## src/rtl/vga_timing_gen_if.sv

```systemverilog
// Pixel-buffer read port of the VGA timing generator.
// The timing generator drives the coordinate and strobe.
// The frame buffer answers with colour data a fixed number of clocks later.
interface vga_timing_gen_if #(
  parameter int CW      = 10,
  parameter int COLOR_W = 8
);
  logic [CW-1:0]      outX;
  logic [CW-1:0]      outY;
  logic               outRequest;
  logic [COLOR_W-1:0] inRed;
  logic [COLOR_W-1:0] inGreen;
  logic [COLOR_W-1:0] inBlue;

  modport master (output outX, outY, outRequest, input inRed, inGreen, inBlue);
  modport slave  (input outX, outY, outRequest, output inRed, inGreen, inBlue);
endinterface

```

## src/rtl/vga_timing_gen.sv

```systemverilog
// VGA raster timing generator with pixel-buffer request port and test patterns.
// Stage 0 is combinational from the raster counters.
// A delay line matches the buffer read latency.
// The DAC-side registers form the final stage.
module vga_timing_gen #(
  parameter int H_FRONT   = 16,
  parameter int H_SYNC    = 96,
  parameter int H_BACK    = 48,
  parameter int H_DISPLAY = 640,
  parameter int V_FRONT   = 10,
  parameter int V_SYNC    = 2,
  parameter int V_BACK    = 33,
  parameter int V_DISPLAY = 480,
  parameter bit H_POL     = 1'b0,
  parameter bit V_POL     = 1'b0,
  parameter int RD_LAT    = 1,
  parameter int CW        = 10,
  parameter int COLOR_W   = 8
) (
  input  logic               clk25,
  input  logic               rstN,
  input  logic [1:0]         mode,
  vga_timing_gen_if.master   pixBus,
  output logic               frameStart,
  output logic               lineStart,
  output logic [COLOR_W-1:0] outRed,
  output logic [COLOR_W-1:0] outGreen,
  output logic [COLOR_W-1:0] outBlue,
  output logic               hs,
  output logic               vs,
  output logic               vgaClk,
  output logic               vgaBlankN,
  output logic               vgaSyncN
);
  localparam int H_BLANK = H_FRONT + H_SYNC + H_BACK;
  localparam int H_TOTAL = H_BLANK + H_DISPLAY;
  localparam int V_BLANK = V_FRONT + V_SYNC + V_BACK;
  localparam int V_TOTAL = V_BLANK + V_DISPLAY;
  localparam int BAR_W   = H_DISPLAY / 8;

  localparam logic [CW-1:0] H_LAST    = CW'(H_TOTAL - 1);
  localparam logic [CW-1:0] V_LAST    = CW'(V_TOTAL - 1);
  localparam logic [CW-1:0] H_BLANK_C = CW'(H_BLANK);
  localparam logic [CW-1:0] V_BLANK_C = CW'(V_BLANK);
  localparam logic [CW-1:0] HS_START  = CW'(H_FRONT);
  localparam logic [CW-1:0] HS_END    = CW'(H_FRONT + H_SYNC);
  localparam logic [CW-1:0] VS_START  = CW'(V_FRONT);
  localparam logic [CW-1:0] VS_END    = CW'(V_FRONT + V_SYNC);

  if (RD_LAT < 0 || RD_LAT > 4) begin : gBadLat
    $error("vga_timing_gen: RD_LAT must be within 0..4");
  end
  if (longint'(H_TOTAL) > (longint'(1) << CW) || longint'(V_TOTAL) > (longint'(1) << CW)) begin : gBadCw
    $error("vga_timing_gen: CW too narrow for the raster totals");
  end
  if (CW < 6 || H_DISPLAY < 8) begin : gBadGeom
    $error("vga_timing_gen: checkerboard needs CW>=6 and colour bars need H_DISPLAY>=8");
  end

  // Control travels separately from data so only control needs a reset.
  typedef struct packed {
    logic vld;
    logic hsy;
    logic vsy;
  } ctl_t;

  // Y only matters downstream through its checkerboard bit.
  typedef struct packed {
    logic [CW-1:0] x;
    logic          yChk;
    logic [1:0]    md;
  } dat_t;

  logic [CW-1:0] hCount, vCount;
  logic [CW-1:0] xPix0, yPix0;
  logic [1:0]    modeReg;
  ctl_t          ctl_p0, ctlTap;
  dat_t          dat_p0, datTap;

  function automatic logic [3*COLOR_W-1:0] pixelColour(input dat_t d,
                                                       input logic [3*COLOR_W-1:0] bufRgb);
    logic [2:0] bar;
    logic [3*COLOR_W-1:0] rgb;
    bar = 3'(d.x / CW'(BAR_W));
    case (d.md)
      2'd0:    rgb = bufRgb;
      2'd1:    rgb = {{COLOR_W{~bar[1]}}, {COLOR_W{~bar[2]}}, {COLOR_W{~bar[0]}}};
      2'd2:    rgb = {(3*COLOR_W){d.x[5] ^ d.yChk}};
      default: rgb = {{COLOR_W{1'b1}}, {COLOR_W{1'b0}}, {COLOR_W{1'b1}}};
    endcase
    return rgb;
  endfunction

  // Raster counters: hCount wraps each line, vCount steps on the last pixel of a line.
  always_ff @(posedge clk25 or negedge rstN) begin
    if (!rstN) begin
      hCount <= '0;
      vCount <= '0;
    end else if (hCount == H_LAST) begin
      hCount <= '0;
      vCount <= (vCount == V_LAST) ? '0 : vCount + 1'b1;
    end else begin
      hCount <= hCount + 1'b1;
    end
  end

  assign frameStart = (hCount == H_BLANK_C) && (vCount == V_BLANK_C);
  assign lineStart  = (hCount == H_BLANK_C) && (vCount >= V_BLANK_C);

  // Mode is latched at the frame start so a frame never mixes sources.
  always_ff @(posedge clk25 or negedge rstN) begin
    if (!rstN) modeReg <= '0;
    else if (frameStart) modeReg <= mode;
  end

  // Stage 0: decode the raster position; the incoming mode applies on its first pixel.
  always_comb begin
    ctl_p0     = '0;
    dat_p0     = '0;
    xPix0      = '0;
    yPix0      = '0;
    ctl_p0.vld = (hCount >= H_BLANK_C) && (vCount >= V_BLANK_C);
    ctl_p0.hsy = (hCount >= HS_START) && (hCount < HS_END);
    ctl_p0.vsy = (vCount >= VS_START) && (vCount < VS_END);
    if (ctl_p0.vld) begin
      xPix0 = hCount - H_BLANK_C;
      yPix0 = vCount - V_BLANK_C;
    end
    dat_p0.x    = xPix0;
    dat_p0.yChk = yPix0[5];
    dat_p0.md   = frameStart ? mode : modeReg;
  end

  assign pixBus.outRequest = ctl_p0.vld;
  assign pixBus.outX       = xPix0;
  assign pixBus.outY       = yPix0;

  if (RD_LAT == 0) begin : gNoLat
    assign ctlTap = ctl_p0;
    assign datTap = dat_p0;
  end else begin : gLat
    ctl_t ctl_pN [1:RD_LAT];
    dat_t dat_pN [1:RD_LAT];

    // Stages 1..RD_LAT: control delay line, cleared on reset so nothing stale escapes.
    always_ff @(posedge clk25 or negedge rstN) begin
      if (!rstN) begin
        for (int i = 1; i <= RD_LAT; i++) ctl_pN[i] <= '0;
      end else begin
        ctl_pN[1] <= ctl_p0;
        for (int i = 2; i <= RD_LAT; i++) ctl_pN[i] <= ctl_pN[i-1];
      end
    end

    // Stages 1..RD_LAT: coordinate/mode delay line, aligned with buffer read data.
    always_ff @(posedge clk25) begin
      dat_pN[1] <= dat_p0;
      for (int i = 2; i <= RD_LAT; i++) dat_pN[i] <= dat_pN[i-1];
    end

    assign ctlTap = ctl_pN[RD_LAT];
    assign datTap = dat_pN[RD_LAT];
  end

  // Output stage: sync levels, blanking and colour are registered together.
  always_ff @(posedge clk25 or negedge rstN) begin
    if (!rstN) begin
      hs        <= ~H_POL;
      vs        <= ~V_POL;
      vgaBlankN <= 1'b0;
      {outRed, outGreen, outBlue} <= '0;
    end else begin
      hs        <= ctlTap.hsy ? H_POL : ~H_POL;
      vs        <= ctlTap.vsy ? V_POL : ~V_POL;
      vgaBlankN <= ctlTap.vld;
      {outRed, outGreen, outBlue} <= ctlTap.vld
        ? pixelColour(datTap, {pixBus.inRed, pixBus.inGreen, pixBus.inBlue})
        : '0;
    end
  end

  assign vgaClk   = ~clk25;
  assign vgaSyncN = 1'b1;
endmodule

```

## src/flat_wrapper.sv

```systemverilog
// flat-port wrapper written by rule: the top's interface ports become plain ports
module vga_timing_gen_flat 
#(
  parameter int H_FRONT   = 16,
  parameter int H_SYNC    = 96,
  parameter int H_BACK    = 48,
  parameter int H_DISPLAY = 640,
  parameter int V_FRONT   = 10,
  parameter int V_SYNC    = 2,
  parameter int V_BACK    = 33,
  parameter int V_DISPLAY = 480,
  parameter bit H_POL     = 1'b0,
  parameter bit V_POL     = 1'b0,
  parameter int RD_LAT    = 1,
  parameter int CW        = 10,
  parameter int COLOR_W   = 8
)
  (clk25, rstN, mode, frameStart, lineStart, outRed, outGreen, outBlue, hs, vs, vgaClk, vgaBlankN, vgaSyncN, pixBus_outX, pixBus_outY, pixBus_outRequest, pixBus_inRed, pixBus_inGreen, pixBus_inBlue);
  vga_timing_gen_if #(.CW(CW), .COLOR_W(COLOR_W)) pixBus_i ();
  input  logic clk25;
  input  logic rstN;
  input  logic [1:0] mode;
  output logic frameStart;
  output logic lineStart;
  output logic [COLOR_W-1:0] outRed;
  output logic [COLOR_W-1:0] outGreen;
  output logic [COLOR_W-1:0] outBlue;
  output logic hs;
  output logic vs;
  output logic vgaClk;
  output logic vgaBlankN;
  output logic vgaSyncN;
  output wire logic [$bits(pixBus_i.outX)-1:0] pixBus_outX;
  output wire logic [$bits(pixBus_i.outY)-1:0] pixBus_outY;
  output wire logic [$bits(pixBus_i.outRequest)-1:0] pixBus_outRequest;
  input wire logic [$bits(pixBus_i.inRed)-1:0] pixBus_inRed;
  input wire logic [$bits(pixBus_i.inGreen)-1:0] pixBus_inGreen;
  input wire logic [$bits(pixBus_i.inBlue)-1:0] pixBus_inBlue;
  assign pixBus_outX = pixBus_i.outX;
  assign pixBus_outY = pixBus_i.outY;
  assign pixBus_outRequest = pixBus_i.outRequest;
  assign pixBus_i.inRed = pixBus_inRed;
  assign pixBus_i.inGreen = pixBus_inGreen;
  assign pixBus_i.inBlue = pixBus_inBlue;
  vga_timing_gen #(.H_FRONT(H_FRONT), .H_SYNC(H_SYNC), .H_BACK(H_BACK), .H_DISPLAY(H_DISPLAY), .V_FRONT(V_FRONT), .V_SYNC(V_SYNC), .V_BACK(V_BACK), .V_DISPLAY(V_DISPLAY), .H_POL(H_POL), .V_POL(V_POL), .RD_LAT(RD_LAT), .CW(CW), .COLOR_W(COLOR_W)) u_core (.clk25(clk25), .rstN(rstN), .mode(mode), .pixBus(pixBus_i), .frameStart(frameStart), .lineStart(lineStart), .outRed(outRed), .outGreen(outGreen), .outBlue(outBlue), .hs(hs), .vs(vs), .vgaClk(vgaClk), .vgaBlankN(vgaBlankN), .vgaSyncN(vgaSyncN));
endmodule
```

## config.mk

```make
export PLATFORM = sky130hd
export DESIGN_NAME = vga_timing_gen_flat
export DESIGN_NICKNAME = d
export VERILOG_FILES = /design/src/rtl/vga_timing_gen_if.sv /design/src/rtl/vga_timing_gen.sv /design/src/flat_wrapper.sv
export SDC_FILE = /design/constraint.sdc
export NUM_CORES = 1
export LEC_CHECK = 0
export CAP_MARGIN = 20
export CORE_UTILIZATION = 49
export CTS_CLUSTER_SIZE = 40
export DETAILED_ROUTE_END_ITERATION = 12
export PLACE_DENSITY = 0.8
export SLEW_MARGIN = 40
export SYNTH_ARGS = -nofsm -noshare
export SYNTH_HDL_FRONTEND = slang
export SYNTH_SLANG_ARGS = --single-unit
```

## constraint.sdc

```tcl
create_clock -name clk25 -period 3.01 [get_ports clk25]
set_input_delay 0.602 -clock clk25 [delete_from_list [all_inputs] [get_ports clk25]]
set_output_delay 0.602 -clock clk25 [all_outputs]
set_load 0.05 [all_outputs]
```

# After elaboration in Yosys (flattened, before gate mapping)
# Memories as Yosys holds them, arrays and structs flattened.
# Cells that the tools add are included.
word_totals:
  ff_bits: 52
  ramBits: 13
  inputBits: 28
  output_inout_bits: 52
  word_cells: 50
  memories: 1
op_classes:
  addsub: 4
  div_mod_pow: 1
  order_cmp: 6
  eq_ne: 6
  n_mux: 9
  bitwise: 5
  n_reduce_logical: 6
mem_list:
  columns: ["name", "words", "width", "rd", "rd_clocked_by_memory_dff", "write_ports", "line_no", "rtl"]
  rows:
  - ["u_core.gLat.dat_pN", 1, 13, 1, 0, 1, "vga_timing_gen.sv:143", "dat_t dat_pN [1:RD_LAT];"]
ops:
  columns: ["operator", "count"]
  rows:
  - ["24-bit one-hot mux with 3 select lines", 1]
  - ["10-bit 2-to-1 mux", 4]
  - ["24-bit 2-to-1 mux", 1]
  - ["10-bit by 1-bit adder with 10-bit output (second input constant)", 2]
  - ["10-bit equality test (second input constant)", 2]
  - ["10-bit by 7-bit divider with 10-bit output (second input constant)", 1]
  - ["10-bit by 6-bit equality test with 1-bit output (second input constant)", 1]
  - ["10-bit by 8-bit equality test with 1-bit output (second input constant)", 1]
  - ["10-bit by 4-bit greater-or-equal comparator with 1-bit output (second input constant)", 1]
  - ["10-bit by 5-bit greater-or-equal comparator with 1-bit output (second input constant)", 1]
  - ["10-bit by 6-bit greater-or-equal comparator with 1-bit output (second input constant)", 1]
  - ["10-bit by 8-bit greater-or-equal comparator with 1-bit output (second input constant)", 1]
  - ["10-bit by 4-bit less-than comparator with 1-bit output (second input constant)", 1]
  - ["10-bit by 7-bit less-than comparator with 1-bit output (second input constant)", 1]
  - ["10-bit by 6-bit subtractor with 10-bit output (second input constant)", 1]
  - ["10-bit by 8-bit subtractor with 10-bit output (second input constant)", 1]
  - ["1-bit logical AND", 5]
  - ["1-bit NOT", 4]
  - ["2-bit by 1-bit equality test with 1-bit output (second input constant)", 1]
  - ["2-bit equality test (second input constant)", 1]
  - ["2-bit zero test", 1]
  - ["1-bit 2-to-1 mux", 2]
  - ["2-bit 2-to-1 mux", 1]
  - ["1-bit bitwise XOR", 1]

# Logic depth before layout (Yosys ltp)
# An unclocked memory read counts as a cell.
depth:
  word_depth: 5
  mapped_depth: 11
  depth_no_buf: 8

==> metrics.md <==
| Metric | Value |
|---|---|
| Clock-pin transition on the worst setup and hold timing paths | around 70 ps |
| Final core utilization | 67.4% |
| CTS tree | yes |
| Vias | 2371 |
| Mapped Cells | 307 |
| Routability congestion estimate | 0.848 |
| GRT overflow | 0 |
| Layout cell share with drive strength beyond 1 | 18.4% |
| Post-synthesis cell area | 0.00315 mm² |
| Syn-to-layout area delta | 29.6% |
| Setup Viol. Count Final | 0 |
| Max Cap Viol | 0 |
| Clk_skew | around 5.0 ps |
| Count leader, synth | dfrtp_1 |
| Seq/Total Area, Yosys | 47.1% |
| Worst VDD drop | 0.261 mV |
| DP Area | around 0.0038 mm² |
| CTS Buf Count | 9 |
| Synth Flop Type | dfrtp_1 |
| Ys Warns | 0 |
| CP Launch Type | clock port |
| RSZ-0062 raised after global routing | false |
| Synth cell types | 56 |
| Worst hold path type | input pin to async pin |
| Total die area | 0.00676 mm² |
| Dpl hpwl | 4810 µm |
| Chip Height | between 80 and 90 µm |
| Final WL | about 6500 µm |
| Pwr Density | 446 mW/mm² |
| Clock tree root buffer cell | clkbuf_8 |
| Pin count of the biggest net entering global routing | 20 |
| Row cnt | 28 |
| Top cell type's share of synthesized area | 39.7% |
| Mean Syn Cell Area | ~10 µm² |
| Crit-path max FO | 11 |
| Net Count, Synth | 342 |
| Commonest cells in the netlist | 50 x dfrtp_1, 28 x nor2_1, 19 x a21o_1 |
| Starting Density | 52.0% |
| Status | complete, no violations |
| # nets final | 410 |
| Area leader, netlist | dfrtp_1 |
| Post-synth EDFFs | 0 |
| Initial antenna violation count | 0 |
| N_diodes | 0 |
| Worst skew pair latency | 340 ps |
| H-tree depth | 3 |
| Post-synth ARST share | 85.2% |
| Final hold vios | 0 |
| I/O pins | 80 |
| Max transition margin | 59.7% |
| FF+latch area | 0.00149 mm² |
| Core outline area | 0.00606 mm² |
| DRT antenna net count | 0 |
| First drt pass iteration count | 4 |
| GRT Total Usage | ~21% |
| DR WL/cell | between 10 and 15 µm |
| Synth area leaders | dfrtp_1 40%, dfxtp_1 5.7%, a21o_1 4.5% |
| DRC Markers | 0 |
| Global-route wire length before repair | just over 10000 µm |
| Filler Cell Count | approximately 460 |
| Pleak | 2.00 nW |
| Fin area | 0.00409 mm² |
| Crit path kind | clock port to output port |
| Max Root-Sink Buffers | 2 |
| Vias in the first global route | 2287 |
| Worst Path Required | roughly 2400 ps |
| Area occupied by multi-input gates | 0.00140 mm² |
| Die X-Extent | 82.2 µm |
| Setup TNS | 0 ps |
| Port Buffers | 78 |
| Max Slew Vio Count | 0 |
| Worst Max-Slew Pin Slew | 598 ps |
| CP endpoint kind | output port |
| CP arrival | about 2400 ps |
| Synthesized flop and latch total | 61 |
| Violation count after the first detailed-route iteration | 135 |
| CTS Hold Bufs | 0 |
| Vias per cell | between 5 and 6 |
-- cell usage in the layout, fill, tap and decap left out, types with 5 or more instances in the layout --
cell and n:
xnor2_1 10, xor2_1 11, and2_1 13, nor2_1 28
nand2b_1 8, o21ai_0 7, dfxtp_1 9, o21ai_1 12
dfrtp_1 49, a21o_1 18, buf_4 29, inv_1 15
nand2_1 14, o21a_1 10, nor2b_1 5, nand3_1 5
clkbuf_8 11, nand4_1 8, ha_1 6, clkdlybuf4s50_1 53
-- where the power goes --
group / switching [W] / internal, W / total (W)
Sequential: 0 / 0.000818 / 0.000818
Clock: 0.000380 / 0.000564 / 0.000945
Combinational: 0.0000234 / 0.0000342 / 0.0000576
-- worst paths after layout --
path / depth (start not counted) / start / end / slack, ps
setup / recovery: 4 / clk25 / vgaClk / 50
hold / removal: 1 / rstN / u_core.outBlue[1] / 180
setup reg to reg: 5 / u_core.hCount[1] / u_core.vCount[8] / 1040
hold reg to reg: 1 / u_core.ctlTap[1] / u_core.hs / 350
max in group asynchronous: 2 / rstN / u_core.hs / 2170
min in group clk25: 1 / u_core.ctlTap[1] / u_core.hs / 350
-- flip-flops by register name, indices dropped and copies added, names as in the netlist --
| register | cells |
|---|---|
| u_core.hs | 1 |
| u_core.gLat.dat_pN | 9 |
| u_core.outGreen | 8 |
| u_core.modeReg | 2 |
| u_core.vCount | 10 |
| u_core.vs | 1 |
| u_core.hCount | 10 |
| u_core.outRed | 8 |
| u_core.vgaBlankN | 1 |
| u_core.outBlue | 8 |
| u_core.ctlTap | 3 |
-- metrics by stage --
stage / instances / hold WS [ps] / total power [W] / setup slack [ps]
after global placement: 437 / 338 / 0.000973 / 94.7
after CTS: 455 / 175 / 0.00184 / 4.39
after floorplan: 307 / 306 / 0.000898 / 112
after detailed placement: 437 / 341 / 0.000973 / 94.7
final: 455 / 178 / 0.00182 / 46.5
after global routing: 455 / 190 / 0.00189 / 8.77
-- cell families after synthesis --
family                     synth area share (%)
and+or+nand+nor                            18.9
buffers and inverters                      8.69
DFF                                        47.1
other                                     0.119
AOI/OAI and AO/OA                          15.4
xor gates and xnor gates                   5.84
adders and majority gates                  2.78
muxes                                      1.27
-- routing by layer --
metal	GRT usage (%)	vias to the layer above	wire length, µm
met5	0	-	0
met4	7.54	0	62
met3	6.26	7	392
met2	35.5	72	3290
met1	24.4	1129	2760
li1	-	1163	-
-- critical path, stage by stage --
cell	delay [ps]
clkbuf_8	160
clkbuf_8	170
inv_1	50
clkdlybuf4s15_1	480
-- layout make-up --
cell class,instances,area share [%]
tap,75,2.30
clock buffer,16,6.40
clock inverter,2,0.306
sequential,61,36.4
multi-input combinational,202,34.3
inverter,15,1.38
timing repair buffer,84,18.9
-- what timing repair did --
item	in CTS	in global routing
buffers inserted	2	0
gates resized for setup	3	3
setup endpoints to repair	21	6
Note: power is estimated with default switching activity, not from simulation.
==> edit 1: new RTL, config.mk and constraints unchanged <==
Add an input register stage for `mode`, without a reset; this delays it by one clock. The other inputs are not delayed to match.
--- a/src/rtl/vga_timing_gen.sv
+++ b/src/rtl/vga_timing_gen.sv
@@ -48,2 +48,8 @@
   localparam logic [CW-1:0] VS_END    = CW'(V_FRONT + V_SYNC);
+
+  logic [1:0] mode_q;
+
+  always_ff @(posedge clk25) begin
+    mode_q <= mode;
+  end
 
@@ -112,3 +118,3 @@
     if (!rstN) modeReg <= '0;
-    else if (frameStart) modeReg <= mode;
+    else if (frameStart) modeReg <= mode_q;
   end
@@ -130,3 +136,3 @@
     dat_p0.yChk = yPix0[5];
-    dat_p0.md   = frameStart ? mode : modeReg;
+    dat_p0.md   = frameStart ? mode_q : modeReg;
   end
Function: no difference found for any inputs over 10 cycles, from zero or initial values and one cycle with rstN low; that may be too few to reach the edited logic, so the function may still have changed.
==> edit 1 against the unedited design <==
Non-clock buffer count did not move. Design area rose by 0.67%. Power rose by 3.0%. Die area rose by 1.2%. Worst hold slack got worse by 0.069 ns. Sequential cell count rose by 2. Synthesized area rose by 1.3%. Critical path depth did not move. First-iteration DRC count fell by 40%. Wire length rose by 0.37%. Worst setup slack got worse by 0.00055 ns. Highest routed layer unchanged.
==> edit 1: results <==
[run_status]
status = "finished clean"

[detailed_routing]
drtIter0Drc = 81
drtPass1Iterations = 4
wl_per_cell_um = 14.2
via_count = 2397

[power]
vdd_drop_max_uv = 241
leakage_nw = 1.99

[layout]
final_nets = 412
drive_gt1_share_pct = 18.6
final.fill_count = 507

[global_routing]
antenna_found_initial = 0
grt_pass1_vias = 2183
grt.total_usage_pct = 20.9
grt_pass1_wl_um = 10500
grt_max_degree = 25

[sta]
max_slew_margin_pct = 59.6
finClkSkew_ns = 0.00765
setup_ws_ns = 0.0460

[worst_setup_path]
r2r_slack_ns = 1.04
r2r-end = "u_core.vCount[1]$_DFFE_PN0N_"
reg2regPathDepth = 6
reg2reg_from = "u_core.vCount[1]$_DFFE_PN0N_"
worst-path-max-fanout = 9

[yosys]
synthArstFlopShare_pct = 82.5
syn-num-nets = 344
synth_top_area_cell = "dfrtp_1"
synth_area_leaders = "dfrtp_1, dfxtp_1, a21o_1"
yosysSeqAreaShare_pct = 47.7

[floorplanning]
num_rows = 29

[placement]
portBuffers = 78
place.gp.congestion = 0.780
post_dp_cell_area_um2 = 3830
hpwl_um = 4750

[cts]
cts_buffer_depth = 2
[edit 1: cell type report]
type                            instances  area, µm²  area share (%)
Multi-Input combinational cell        202       1400            34.1
Clock inverter                          8        124            3.01
Tap cell                               77       96.3            2.34
Inverter                               15       56.3            1.37
Clock buffer                           10        134            3.26
Sequential cell                        63       1530            37.1
Timing Repair Buffer                   84        773            18.8
[edit 1: stage by stage]
| stage | utilization, % | hold WS (ns) | power (mW) | std cells |
|---|---|---|---|---|
| final | 65.1 | 0.109 | 1.87 | 459 |
| after global routing | 65.1 | 0.105 | 1.94 | 459 |
| after detailed placement | 60.7 | 0.340 | 1.00 | 440 |
| after floorplan | - | 0.306 | 0.926 | 309 |
| after global placement | 60.7 | 0.339 | 1.00 | 440 |
| after CTS | 65.0 | 0.107 | 1.89 | 459 |
[edit 1: cells by family after synthesis]
group / after synthesis / synth area share (%)
buf+inv: 44 / 8.58
xor+xnor: 21 / 5.76
fa+ha+maj: 7 / 2.74
flops: 63 / 47.7
compound gates: 67 / 15.2
mux: 3 / 1.25
simple gates: 103 / 18.6
other cells: 1 / 0.117
[edit 1: metal layers]
layer	part of all wire [%]	wire length [µm]	up-vias	GRT usage [%]
li1	-	-	1174	-
met1	43	2770	1132	26.5
met2	50	3280	81	34.3
met3	5.9	384	10	4.51
met4	1.3	86	0	9.48
met5	0	0	-	0
[edit 1: power breakdown]
part / switching [mW] / internal, mW / total [mW]
registers: 0.000421 / 0.845 / 0.846
clock network: 0.405 / 0.567 / 0.971
logic: 0.0231 / 0.0342 / 0.0573
total: 0.428 / 1.45 / 1.87
[edit 1: critical path, cell delays in order]
cell and delay (ns):
clkbuf_8 0.16, clkbuf_8 0.17, inv_1 0.05, clkdlybuf4s15_1 0.48
[edit 1: repair_timing]
| action | 4_1_cts | 5_1_grt |
|---|---|---|
| setup buffers | 3 | 0 |
| gates resized for setup | 2 | 5 |
| endpoints found under the setup margin | 18 | 21 |
[edit 1: how the worst min path moves through the flow]
stage | endpoint | slack [ns] | cells after the start
2_1_floorplan | u_core.ctlTap[0]$_DFF_PN0_ | 0.31 | 0
3_3_place_gp | u_core.hs$_DFF_PN1_ | 0.34 | 1
3_5_place_dp | u_core.hs$_DFF_PN1_ | 0.34 | 1
4_1_cts | u_core.outBlue[6]$_DFF_PN0_ | 0.11 | 1
5_1_grt | u_core.outBlue[6]$_DFF_PN0_ | 0.11 | 1
6_report | u_core.outBlue[6]$_DFF_PN0_ | 0.11 | 1
==> edit 2: new RTL, config.mk and constraints unchanged <==
Made on the original files. `RD_LAT` is set to 1 in 2 places; all go to 0. Comments in the files are not updated.
--- a/src/rtl/vga_timing_gen.sv
+++ b/src/rtl/vga_timing_gen.sv
@@ -15,3 +15,3 @@
   parameter bit V_POL     = 1'b0,
-  parameter int RD_LAT    = 1,
+  parameter int RD_LAT    = 0,
   parameter int CW        = 10,
--- a/src/flat_wrapper.sv
+++ b/src/flat_wrapper.sv
@@ -13,3 +13,3 @@
   parameter bit V_POL     = 1'b0,
-  parameter int RD_LAT    = 1,
+  parameter int RD_LAT    = 0,
   parameter int CW        = 10,
Behaviour: same outputs for any inputs over 10 cycles, from zero or initial values and one cycle with rstN low; that may be too few to reach the edited logic, so the function may still have changed.
==> edit 2 against the unedited design <==
Worst setup slack better by 0.0012 ns. Synthesized area is 0.87% higher. Non-clock buffer count rose by 8. Clock power decreased by 47%. Power decreased by 33%. Design area down 2.3%. Combinational power shrank 9.2%. Final cell count up 9.7%. Highest routed layer unchanged. Wire length increased by 19%. Register-to-register slack got worse by 0.74 ns. Critical path depth unchanged. Sequential cell count is 12 lower.
==> edit 2: results <==
[run_status]
status = "finished clean"

[power]
vdd_drop_max_uv = 200
power_density_nw_per_um2 = 304
leakage_nw = 1.78

[layout]
buffer_area_share_pct = 20.6
num-nonclk-buffers = 92
multi_input_area_share_pct = 42.2
top_regs = "u_core.hCount: 10 flops, u_core.vCount: 10 flops"
clk_share_pct = 2.79
final.fill_count = 531
nNonClkInverters = 13
drive_gt1_share_pct = 15.3

[worst_setup_path]
reg2regPathDepth = 8
r2r_slack_ns = 0.30
reg2reg_from = "u_core.hCount[5]$_DFF_PN0_"

[cts]
post_cts_buffers = 0
cts_htree_levels = 2
cts_buffers = 5
clk_latency_ns = 0.31

[global_routing]
grt.total_usage_pct = 23.2
grt_pass1_wl_um = 12100
grt_max_degree = 50

[detailed_routing]
drtIter0Drc = 273
via_count = 2900

[placement]
place.gp.congestion = 0.853
post_dp_cell_area_um2 = 3890
placed_cells = 491

[yosys]
yosysSeqAreaShare_pct = 38.6
synth_compound_area_share_pct = 17.2
ys_top_cells_by_count = "dfrtp_1, o21ai_0, nand3_1, nor2_1"
synth_xor_area_share_pct = 6.77
muxShareOfSynthArea_pct = 0.708
## edit 2: power groups by stage
stage | registers (mW) | logic (mW) | clock network, mW
global route | 0.658 | 0.0565 | 0.540
detailed placement | 0.671 | 0.0527 | 0.0813
global placement | 0.671 | 0.0524 | 0.0813
CTS | 0.658 | 0.0534 | 0.506
finish | 0.658 | 0.0523 | 0.504
floorplan | 0.671 | 0.00413 | 0.0561
## edit 2: timing repair
action	in CTS	in global routing
setup endpoints to repair	1	4
gates resized for setup	1	5
endpoints found under the hold margin	0	0
## edit 2: per-layer routing
| metal | track usage (%) | vias to the layer above | part of all wire, % |
|---|---|---|---|
| li1 | - | 1414 | - |
| met1 | 30.1 | 1381 | 45 |
| met2 | 39.8 | 90 | 48 |
| met3 | 3.85 | 15 | 5.3 |
| met4 | 6.72 | 0 | 1.7 |
| met5 | 0 | - | 0 |
